**config.mk**
```make
export PLATFORM = sky130hd
export DESIGN_NAME = mem_port_arbiter
export DESIGN_NICKNAME = d
export VERILOG_FILES = /design/src/rtl/mem_port_arbiter_pkg.sv /design/src/rtl/mem_port_arbiter_rr_arbiter2.sv /design/src/rtl/mem_port_arbiter.sv
export SDC_FILE = /design/constraint.sdc
export NUM_CORES = 1
export LEC_CHECK = 0
export BUFFER_PORTS_ARGS = -buffer_cell sky130_fd_sc_hd__buf_4
export CORE_MARGIN = 5
export CORE_UTILIZATION = 49
export DETAILED_ROUTE_END_ITERATION = 10
export PLACE_DENSITY_LB_ADDON = 0.15
export REMOVE_ABC_BUFFERS = 1
export SYNTH_ARGS = -nofsm -noshare
export SYNTH_HDL_FRONTEND = slang
export SYNTH_HIERARCHICAL = 1
export SYNTH_SLANG_ARGS = --single-unit
```
**constraint.sdc**
```tcl
create_clock -name clk -period 4.8 [get_ports clk]
set_clock_uncertainty 0.05 [all_clocks]
set_input_delay 0.48 -clock clk [delete_from_list [all_inputs] [get_ports clk]]
set_output_delay 0.48 -clock clk [all_outputs]
set_load 0.005 [all_outputs]
```
**src/rtl/mem_port_arbiter_pkg.sv**
```systemverilog
// Shared types for the unified-memory port arbiter.
// FSM state and owner encodings used by the top and the grant logic.
package mem_port_arbiter_pkg;

  typedef enum logic [1:0] {
    IDLE   = 2'd0,
    ACCESS = 2'd1,
    WAIT   = 2'd2,
    DONE   = 2'd3
  } state_t;

  typedef enum logic {
    OWNER_CPU = 1'b0,
    OWNER_DBG = 1'b1
  } owner_t;

endpackage

```
**src/rtl/mem_port_arbiter_rr_arbiter2.sv**
```systemverilog
// Two-way grant logic for the memory port arbiter.
// Ports: cpu_req/dbg_req in, grant_en (IDLE), update+done_owner (DONE),
// grant_valid/grant out. Holds the round-robin last_owner register.
module rr_arbiter2
  import mem_port_arbiter_pkg::*;
#(
  parameter int DBG_PRIO = 0
) (
  input  logic   clk,
  input  logic   rst,
  input  logic   cpu_req,
  input  logic   dbg_req,
  input  logic   grant_en,
  input  logic   update,
  input  owner_t done_owner,
  output logic   grant_valid,
  output owner_t grant
);

  owner_t last_owner;

  // Resets to DBG so the CPU takes the first tie.
  always_ff @(posedge clk) begin
    if (rst) begin
      last_owner <= OWNER_DBG;
    end else if (update) begin
      last_owner <= done_owner;
    end
  end

  always_comb begin
    grant = OWNER_CPU;
    if (cpu_req && dbg_req) begin
      if (DBG_PRIO != 0) begin
        grant = OWNER_DBG;
      end else begin
        grant = (last_owner == OWNER_CPU) ? OWNER_DBG : OWNER_CPU;
      end
    end else if (dbg_req) begin
      grant = OWNER_DBG;
    end
  end

  assign grant_valid = grant_en && (cpu_req || dbg_req);

endmodule

```
**src/rtl/mem_port_arbiter.sv**
```systemverilog
// Shares the single-port unified memory between the CPU and debug port.
// Ports: cpu_*/dbg_* requester sides (req/we/addr/wdata in, rdata/ack
// out), mem_* macro side (en/we/addr/wdata out, rdata in); clk, rst.
module mem_port_arbiter
  import mem_port_arbiter_pkg::*;
#(
  parameter int ADDR_W       = 32,
  parameter int DATA_W       = 32,
  parameter int LATENCY      = 2,
  parameter int DBG_PRIORITY = 0
) (
  input  logic              clk,
  input  logic              rst,
  input  logic              cpu_req,
  input  logic              cpu_we,
  input  logic [ADDR_W-1:0] cpu_addr,
  input  logic [DATA_W-1:0] cpu_wdata,
  output logic [DATA_W-1:0] cpu_rdata,
  output logic              cpu_ack,
  input  logic              dbg_req,
  input  logic              dbg_we,
  input  logic [ADDR_W-1:0] dbg_addr,
  input  logic [DATA_W-1:0] dbg_wdata,
  output logic [DATA_W-1:0] dbg_rdata,
  output logic              dbg_ack,
  output logic              mem_en,
  output logic              mem_we,
  output logic [ADDR_W-1:0] mem_addr,
  output logic [DATA_W-1:0] mem_wdata,
  input  logic [DATA_W-1:0] mem_rdata
);

  localparam int CW = $clog2(LATENCY + 1);
  localparam logic [CW-1:0] CNT_LOAD = CW'(LATENCY - 1);

  state_t        state;
  owner_t        owner;
  logic          we;
  logic [CW-1:0] cnt;
  logic          grant_valid;
  owner_t        grant;

  rr_arbiter2 #(
    .DBG_PRIO(DBG_PRIORITY)
  ) u_arb (
    .clk        (clk),
    .rst        (rst),
    .cpu_req    (cpu_req),
    .dbg_req    (dbg_req),
    .grant_en   (state == IDLE),
    .update     (state == DONE),
    .done_owner (owner),
    .grant_valid(grant_valid),
    .grant      (grant)
  );

  // mem_addr/mem_wdata double as the latched request; they load
  // on the IDLE->ACCESS edge and hold until the next grant.
  always_ff @(posedge clk) begin
    if (rst) begin
      state     <= IDLE;
      owner     <= OWNER_CPU;
      we        <= 1'b0;
      cnt       <= '0;
      mem_en    <= 1'b0;
      mem_we    <= 1'b0;
      mem_addr  <= '0;
      mem_wdata <= '0;
      cpu_rdata <= '0;
      dbg_rdata <= '0;
      cpu_ack   <= 1'b0;
      dbg_ack   <= 1'b0;
    end else begin
      mem_en  <= 1'b0;
      mem_we  <= 1'b0;
      cpu_ack <= 1'b0;
      dbg_ack <= 1'b0;
      unique case (state)
        IDLE: begin
          if (grant_valid) begin
            owner  <= grant;
            mem_en <= 1'b1;
            state  <= ACCESS;
            if (grant == OWNER_DBG) begin
              we        <= dbg_we;
              mem_we    <= dbg_we;
              mem_addr  <= dbg_addr;
              mem_wdata <= dbg_wdata;
            end else begin
              we        <= cpu_we;
              mem_we    <= cpu_we;
              mem_addr  <= cpu_addr;
              mem_wdata <= cpu_wdata;
            end
          end
        end
        ACCESS: begin
          cnt   <= CNT_LOAD;
          state <= WAIT;
        end
        WAIT: begin
          if (cnt == '0) begin
            state <= DONE;
            if (owner == OWNER_DBG) begin
              dbg_ack <= 1'b1;
              if (!we) dbg_rdata <= mem_rdata;
            end else begin
              cpu_ack <= 1'b1;
              if (!we) cpu_rdata <= mem_rdata;
            end
          end else begin
            cnt <= cnt - 1'b1;
          end
        end
        DONE: begin
          state <= IDLE;
        end
      endcase
    end
  end

endmodule

```
==> results.sh <==
export IMPL_place_inst=1018
export IMPL_drc=0
export IMPL_num_vias=5499
export IMPL_slew_headroom_pct=28.0
export IMPL_setup_ws_ps=2000
export IMPL_dp_hpwl_mm=13.6
export IMPL_path_clk_slew_ps=60
export IMPL_antenna_found_initial=0
export IMPL_ir_drop_uv=403
export IMPL_place_congestion=0.811
export IMPL_maxSlewViolCount=0
export IMPL_p_leak_uw=0.00367
export IMPL_synthCells=625
export IMPL_num_io_pins=298
export IMPL_status="completed"
export IMPL_crit_path_top_delay_cell="and2_4"
export IMPL_worst_path_buf_inv=2
export IMPL_hp_class="in2reg"
export IMPL_yosys_area_top_type="dfxtp_1"
export IMPL_ys_ff_latch=139
export IMPL_drtPass1Iterations=6
export IMPL_post_place_ws_ps=2060
export IMPL_grt_overflow_total=0
export IMPL_p_per_area_mw_per_mm2=541
export IMPL_syn_area_per_cell_um2=9.31
export IMPL_r2r_end="mem_wdata[5]$_SDFFE_PP0P_"
export IMPL_fin_crit_sh_pct=58.4
export IMPL_drt_initial_drc_count=345
export IMPL_min_period_ps=2800
export IMPL_critPathCaptureType="flip-flop"
export IMPL_ys_warnings_count=6
export IMPL_r2r_start="state[0]$_SDFFE_PP0P_"
export IMPL_synth_edff_count=0
export IMPL_crit_path_max_fanout=96
export IMPL_final_nets=1067
export IMPL_critical_path_class="reg2reg"
export IMPL_final_cells=1049
export IMPL_clkLatencyLatePin_ps=410
export IMPL_final_layout_size_suffix_gt1_share_pct=40.5
export IMPL_ant_nets=0
export IMPL_setup_violations=0
export IMPL_grt_pass1_vias=5373
export IMPL_die_x_um=119
export IMPL_slowest_delay_ps=840
export IMPL_ctsResizeCount=0
export IMPL_worstMarginPinSlew_ps=1080
export IMPL_wirelength_mm=18.4
export IMPL_worstPathCellList="inv_1, ha_1, o21a_1, and2_4, buf_4, nor2_1, a211oi_1"
export IMPL_timing_critical_path_from="state[0]$_SDFFE_PP0P_"
export IMPL_area_growth_pct=46.6
export IMPL_cts_hold_buf=0
export IMPL_vias_per_cell=5.24
export IMPL_numPortBuffers=297
export IMPL_endpoint="mem_wdata[5]$_SDFFE_PP0P_"
export IMPL_die_height_um=119
export IMPL_worst_path_stages=7
export IMPL_ys_types=33
export IMPL_worstRegToRegCells=7
export IMPL_yosysMostFrequentCell="dfxtp_1"
export IMPL_grtUsageTotal_pct=25.1
export IMPL_synth_seq_area_share_pct=47.8
export IMPL_post_cts_buffers=0
export IMPL_crit_required_ps=5050
export IMPL_rsz0062_at_grt="no"
export IMPL_cts_buffers=17
export IMPL_fp_coreArea_mm2=0.0115
export IMPL_ys_flop_type="dfxtp_1"
export IMPL_path_delay_family="simple AND/OR/NAND/NOR gates"
export IMPL_seq_area_mm2=0.00278
export IMPL_async_reset_ff_share_pct=0
export IMPL_rrSetupSlack_ps=2000
export IMPL_cap_violations=0
export IMPL_synth_top_area_share_pct=47.8
export IMPL_synth_commonest_cells="dfxtp_1 (139), nand2_1 (133), a21oi_1 (69)"
export IMPL_cts_max_path_buffers=2
export IMPL_start_kind="flip-flop"
export IMPL_die_area_mm2=0.0142
export IMPL_start_util_pct=50.5
export IMPL_hold_viol_final=0
export IMPL_max_freq_ghz=0.357
export IMPL_antennaDiodeCount=0
export IMPL_wl_per_cell_um=17.5
export IMPL_rows=39
export IMPL_multi_input_area_mm2=0.00266
export IMPL_grt_pass1_wl_mm=28.5
export IMPL_grt_max_degree=97
export IMPL_worstPathArrival_ps=3060
export IMPL_synthTopCellsByArea="dfxtp_1 (48%), mux2i_1 (11%), nand2_1 (8.6%), a211oi_2 (6.5%), a21oi_1 (5.9%)"
export IMPL_htree_levels=4
export IMPL_cts_sinks=139
export IMPL_syn_area_mm2=0.00582
export IMPL_cts_root_buf="clkbuf_16"
export IMPL_cts_tree="done"
export IMPL_nFillCells=858
[worst register-to-register path, stage by stage, from the launching register on]
cell      delay [ps]
dfxtp_1          340
inv_1            140
ha_1             250
o21a_1           190
and2_4           840
buf_4            540
nor2_1            80
a211oi_1         260
[per-stage QoR]
stage                     total power, µW  setup TNS (ps)  utilization, %  hold slack (ps)  instance area (µm²)
after detailed placement             3270               0            68.7              398                 7910
after global placement               3190               0            68.7              393                 7910
after CTS                            4650               0            74.1              258                 8530
after floorplan                      2550         -233640               -              397                 5440
after global routing                 4890               0            74.1              260                 8530
final                                4610               0            74.1              269                 8530
[kinds of logic (layout without fill, tap and decap cells)]
group                      after synthesis  in the layout  share of synthesized area, %
and+or+nand+nor                        216            216                          14.9
AOI/OAI and AO/OA                      141            141                          17.9
DFF                                    139            139                          47.8
muxes                                   65             65                          11.2
buffers and inverters                   57            338                          6.71
adders and majority gates                7              7                          1.51
[where the power goes]
| group | internal, µW | switching, µW | leakage (µW) | total [µW] |
|---|---|---|---|---|
| sequential | 1450 | 166 | 0.00114 | 1620 |
| combinational | 773 | 854 | 0.00224 | 1630 |
| clock | 873 | 498 | 0.000297 | 1370 |
[state kept, by name, summed over array words and instances (netlist names)]
register and count:
cnt 2, cpu_ack 1, cpu_rdata 32, dbg_ack 1, dbg_rdata 32, mem_addr 32, mem_en 1, mem_wdata 32
mem_we 1, owner 1, state 2, u_arb/last_owner 1, we 1
[placed cells by master (no fill, tap or decap), drive strengths merged]
master      n
a211o       1
a211oi     66
a21boi      1
a21o        1
a21oi      69
a311oi      1
and2        1
and3        1
and4b       1
and4bb      1
buf       303
bufinv      4
clkbuf     18
clkinv      4
clkinvlp    2
dfxtp     139
ha          7
inv         7
mux2i      65
nand2     133
nand2b      5
nand3       1
nand4b      1
nand4bb     1
nor2       67
nor2b       1
nor3        2
nor3b       1
o21a        1
o21ba       1
[area by class of cell]
type | count | share of cell area, %
repair buffers | 303 | 26.7
well taps | 143 | 2.10
multi-input cells | 429 | 31.2
clock buffers | 18 | 5.03
flip-flops and latches | 139 | 32.6
clock inverters | 13 | 2.26
inverters | 4 | 0.176
[worst min path at each step]
stage / slack (ps) / end / from / cells past startpoint
finish: 270 / dbg_rdata[22]$_SDFFE_PP0P_ / mem_rdata[22] / 3
CTS: 260 / dbg_rdata[22]$_SDFFE_PP0P_ / mem_rdata[22] / 3
global route: 260 / cpu_rdata[21]$_SDFFE_PP0P_ / mem_rdata[21] / 3
floorplan: 400 / cpu_rdata[0]$_SDFFE_PP0P_ / cpu_rdata[0]$_SDFFE_PP0P_ / 2
global placement: 390 / cpu_rdata[5]$_SDFFE_PP0P_ / cpu_rdata[5]$_SDFFE_PP0P_ / 2
detailed placement: 400 / cpu_rdata[9]$_SDFFE_PP0P_ / cpu_rdata[9]$_SDFFE_PP0P_ / 2
[per-layer routing]
| metal | global-route usage (%) | up-vias | share of wire (%) |
|---|---|---|---|
| li1 | - | 2678 | - |
| met1 | 27.9 | 2544 | 37 |
| met2 | 44.1 | 230 | 52 |
| met3 | 7.77 | 47 | 7.9 |
| met4 | 11.4 | 0 | 3.9 |
| met5 | 0 | - | 0 |
(Power assumes the default switching activity.)
